<file path="config.mk">
export PLATFORM = sky130hd
export DESIGN_NAME = fetch_unit
export DESIGN_NICKNAME = d
export VERILOG_FILES = /design/src/rtl/if_pkg.sv /design/src/rtl/if_queue.sv /design/src/rtl/fetch_unit.sv
export SDC_FILE = /design/constraint.sdc
export NUM_CORES = 1
export LEC_CHECK = 0
export BUFFER_PORTS_ARGS = -buffer_cell sky130_fd_sc_hd__buf_2
export CAP_MARGIN = 20
export CORE_ASPECT_RATIO = 0.8
export CORE_MARGIN = 2
export CORE_UTILIZATION = 44
export CTS_CLUSTER_SIZE = 30
export DETAILED_ROUTE_END_ITERATION = 6
export PLACE_DENSITY = 0.65
export SYNTH_ARGS = -nofsm -noshare
export SYNTH_HDL_FRONTEND = slang
export SYNTH_HIERARCHICAL = 1
export SYNTH_SLANG_ARGS = --single-unit
</file>
<file path="constraint.sdc">
create_clock -name clk -period 6.4 [get_ports clk]
set_clock_uncertainty 0.2 [all_clocks]
set_input_delay 0.96 -clock clk [delete_from_list [all_inputs] [get_ports clk]]
set_output_delay 0.96 -clock clk [all_outputs]
set_load 0.03 [all_outputs]
</file>
<file path="src/rtl/if_pkg.sv">
// Shared constants and the queue entry type for the instruction fetch stage.
package if_pkg;

    localparam logic [31:0] NOP          = 32'h0000_0013;
    localparam logic [31:0] DEF_RESET_PC = 32'h0000_0000;
    localparam int          PC_INC       = 4;
    localparam int          QDEPTH       = 2;
    localparam int          DEF_DW       = 32;
    localparam int          DEF_IW       = 32;

    typedef struct packed {
        logic [DEF_DW-1:0] pc;
        logic [DEF_IW-1:0] instr;
    } if_entry_t;

endpackage

</file>
<file path="src/rtl/if_queue.sv">
// Two-entry synchronous FIFO holding fetched {pc, instr} words for decode.
module if_queue
    import if_pkg::*;
#(
    parameter int EW = DEF_DW + DEF_IW
) (
    input  logic          clk,
    input  logic          rst,
    input  logic          push,
    input  logic          pop,
    input  logic          flush,
    input  logic [EW-1:0] wdata,
    output logic [1:0]    count,
    output logic [EW-1:0] head
);

    logic [EW-1:0] mem [QDEPTH];
    logic          hd;
    logic          tl;

    assign head = mem[hd];

    // Flush drops the whole queue; any same-cycle pop was already presented to decode.
    always_ff @(posedge clk or posedge rst) begin
        if (rst) begin
            count  <= 2'd0;
            hd     <= 1'b0;
            tl     <= 1'b0;
            mem[0] <= '0;
            mem[1] <= '0;
        end else if (flush) begin
            count <= 2'd0;
            hd    <= 1'b0;
            tl    <= 1'b0;
        end else begin
            if (push) begin
                mem[tl] <= wdata;
                tl      <= ~tl;
            end
            if (pop) begin
                hd <= ~hd;
            end
            case ({push, pop})
                2'b10:   count <= count + 2'd1;
                2'b01:   count <= count - 2'd1;
                default: count <= count;
            endcase
        end
    end

endmodule

</file>
<file path="src/rtl/fetch_unit.sv">
// Instruction fetch: pc register driving a combinational IM, feeding decode through a 2-entry queue.
module fetch_unit
    import if_pkg::*;
#(
    parameter int              IMW      = 4,
    parameter int              IW       = 32,
    parameter int              DW       = 32,
    parameter logic [DW-1:0]   RESET_PC = DEF_RESET_PC
) (
    input  logic           clk,
    input  logic           rst,
    input  logic           run,
    output logic [IMW-1:0] im_addr,
    input  logic [IW-1:0]  im_data,
    input  logic           redir_valid,
    input  logic [DW-1:0]  redir_pc,
    output logic           out_valid,
    input  logic           out_ready,
    output logic [IW-1:0]  out_instr,
    output logic [DW-1:0]  out_pc
);

    logic [DW-1:0]    pc;
    logic [1:0]       count;
    logic             pop;
    logic             push;
    logic [DW+IW-1:0] head;
    logic             unused_redir_lo;

    assign im_addr   = pc[IMW+1:2];
    assign out_valid = (count != 2'd0);
    assign pop       = out_valid & out_ready;
    // A full queue can still accept when its head leaves in the same cycle.
    assign push      = run & ~redir_valid & ((count < 2'(QDEPTH)) | pop);

    assign unused_redir_lo = ^redir_pc[1:0];

    always_ff @(posedge clk or posedge rst) begin
        if (rst) begin
            pc <= RESET_PC;
        end else if (redir_valid) begin
            pc <= {redir_pc[DW-1:2], 2'b00};
        end else if (push) begin
            pc <= pc + DW'(PC_INC);
        end
    end

    if_queue #(
        .EW(DW + IW)
    ) u_queue (
        .clk   (clk),
        .rst   (rst),
        .push  (push),
        .pop   (pop),
        .flush (redir_valid),
        .wdata ({pc, im_data}),
        .count (count),
        .head  (head)
    );

    assign {out_pc, out_instr} = head;

endmodule

</file>
==> metrics.csv <==
metric,value,unit
status,finished clean,
pre-CTS setup slack,2.43,ns
Starting Density,45.3,%
sequential cell area fraction in the yosys report,51.4,%
Core Region,17400,um^2
Flop pwr share,41.1,%
HPWL after DPL,10.9,mm
Tcrit/Tclk final,56.3,%
Clock Path Buffers,2,
Final ANT Viol Nets,0,
"Warnings, synthesis",6,
CP max-delay cell,dfrtp_2,
# setup viols final,0,
CTS root buffer,clkbuf_16,
"Avg Cell Area, Syn",14.0,um^2
CP Cell Sequence,buf_4 -> mux2_2 -> buf_2,
RSZ-0062 raised after global routing,false,
vias post-DR,4834,
switching share of power,32.5,%
Final #Nets,762,
DRT iter0 DRCs,236,
"Primary FF master, synth",dfrtp_1,
Total GRT Usage,18.2,%
routed len/inst,17.8,um
Area Overhead vs Synth,16.6,%
Tmin final,3.61,ns
post_cts resized,0,
vias in the first global route,5130,
internal cell power,2.40,mW
Max stage delay on crit path,0.74,ns
first-pass GRT wire length,27.0,mm
startpoint types,register,
number of flops mapped to enable cells by yosys,0,
Clock power frac,27.4,%
post-CTS setup buffer count,0,
"Power, Total",3.55,mW
Port Buffers,135,
Synth Instances,563,
width of the chip,154,um
Top Usage Layer GRT,met2,
Leakage,4.28,nW
initial antenna violation count,0,
M2 GR Usage,29.2,%
share of flip-flops with an asynchronous set or reset,100,%
drt drc,0,
"FF+latch count, synth",162,
Tightest Pin Transition,0.948,ns
TritonCTS clock tree,yes,
# Max-Cap Violations,0,
share of cells above drive strength 1,54.8,%
# fillers,1519,
worst-case headroom to the max-slew limit,36.7,%
sw power,1.15,mW
Worst-Skew Late Latency,0.42,ns
WP data arrival,2.45,ns
Comb pwr share,31.4,%
cts hold-fix bufs,0,
Detailed Routing Iterations Pass 1,4,
setup TNS,0,ns
Sink Count,162,
Max VDD drop,0.000161,V
Hold WC Path Type,input pin to async pin,
global route total overflow,0,
GRT met3 Usage,4.94,%
n_diodes,0,
Setup Crit Path Kind,register to output port,
Via density,5.20,
cell row count,43,
"CTS clk-pin slew, worst paths",0.06,ns
Ports,138,
met1 GRT Util,24.2,%
largest net degree at the start of global routing,82,
Fin. Hold Viols,0,
CP max FO,41,
FMAX,0.277,GHz
"Slew Viols, Final",0,
final hold slack,0.253,ns
Worst Setup End Kind,output port,
TritonCTS Buffers,17,
die height,124,um
drt total wl,16.6,mm
library cells used by synthesis,37,
Die ar.,19000,um^2
PnR worst setup slack,2.79,ns
pwr/cell area,386,nW/um^2
H-Tree Depth,4,
GPL Wtd Cong,0.801,
mapped cell area,7890,um^2
Required @ worst endpoint,5.24,ns
[metal layers]
layer | vias to the layer above | share of wire [%] | wire, um
met5 | - | 0 | 0
met4 | 0 | 1.4 | 234
met3 | 18 | 4.6 | 765
met2 | 108 | 48 | 7920
met1 | 2462 | 46 | 7670
li1 | 2246 | - | -
[state kept, by name, indices dropped and copies added, names as in the netlist]
name           flops
u_queue/tl         1
u_queue/mem      128
u_queue/count      2
u_queue/hd         1
pc                30
[power groups by stage]
stage / Clock (mW) / Combinational [mW] / Sequential (mW)
2_1_floorplan: 0 / 0.920 / 1.41
3_3_place_gp: 0 / 1.10 / 1.45
3_5_place_dp: 0 / 1.12 / 1.48
4_1_cts: 1.00 / 1.13 / 1.46
5_1_grt: 1.05 / 1.19 / 1.50
6_report: 0.974 / 1.12 / 1.46
[cell type report]
class                   count  area, um^2  area share [%]
multi-input cells         363        3510            38.1
flip-flops and latches    162        4060            44.1
repair buffers            144         776            8.43
clock buffers              24         492            5.34
well taps                 225         282            3.06
clock inverters             8        77.6           0.843
inverters                   4        17.5           0.190
[logic make-up (layout without fill, tap and decap cells)]
group	Yosys count	in the layout	share of synthesized area, %
xor gates and xnor gates	32	32	3.55
and+or+nand+nor	102	102	8.10
AOI/OAI and AO/OA	31	31	1.97
DFF	162	162	51.4
adders and majority gates	1	1	0.159
muxes	193	193	30.4
other	1	4	0.0475
buffers and inverters	41	180	4.42
[cells in the final DEF (no fill, tap or decap), types with 3 or more instances in the layout]
master     count
inv_1          3
nor2_1         6
nand2_1       37
nand3_1       10
mux2_4        60
o21ai_1       12
buf_4          7
xor2_1        17
nand4_1       10
dfrtp_1      161
buf_2        135
and4_1         3
and2_1         4
mux2_2       132
clkbuf_8       4
nor4_2         8
clkbuf_1       3
xnor2_1       15
conb_1         4
clkinv_2       3
nor3_1         3
and3_1         6
clkbuf_16     17
o21ai_0       19
[final timing paths]
path,start,end,slack [ns],depth (start not counted)
max,u_queue/hd$_DFFE_PP0P_,out_pc[18],2.79,3
min,rst,u_queue/mem[101]$_DFFE_PP0P_,0.25,2
max reg2reg,u_queue/count[1]$_DFFE_PP0P_,u_queue/mem[105]$_DFFE_PP0P_,3.13,6
min reg2reg,u_queue/mem[44]$_DFFE_PP0P_,u_queue/mem[44]$_DFFE_PP0P_,0.30,1
max in group asynchronous,rst,u_queue/mem[44]$_DFFE_PP0P_,4.43,4
min in group clk,u_queue/mem[44]$_DFFE_PP0P_,u_queue/mem[44]$_DFFE_PP0P_,0.30,1
[stage by stage]
step	cells	util, %	area [um^2]
2_1_floorplan	566	-	7900
3_3_place_gp	897	49.4	8610
3_5_place_dp	897	49.4	8610
4_1_cts	929	52.6	9180
5_1_grt	930	52.8	9210
6_report	930	52.8	9210
[synthesized netlist by cell type (2+ instances only)]
master	number	area, um^2
nor3b_1	2	15.0
mux2_2	132	1490
nor3_1	3	15.0
nor4_2	8	100
clkbuf_1	8	30.0
buf_4	5	37.5
buf_12	6	120
xnor2_1	15	131
nand4_1	10	62.6
o21ai_0	19	95.1
inv_1	4	15.0
o21ai_1	12	60.1
and4_1	3	26.3
buf_2	9	45.0
xor2_1	17	149
mux2_4	60	901
buf_6	9	101
and2_1	4	25.0
dfrtp_1	162	4050
nand2_1	37	139
and3_1	6	37.5
nand3_1	10	50.1
or2_2	2	12.5
nor3_2	2	20.0
nor2_1	6	22.5
[worst max-delay path, delay by kind of cell, from the launching register on]
kind,cells,cell delay (ns)
buffers and inverters,2,0.82
DFF,1,0.74
muxes,1,0.43
Note: power is estimated with default switching activity, not from simulation.
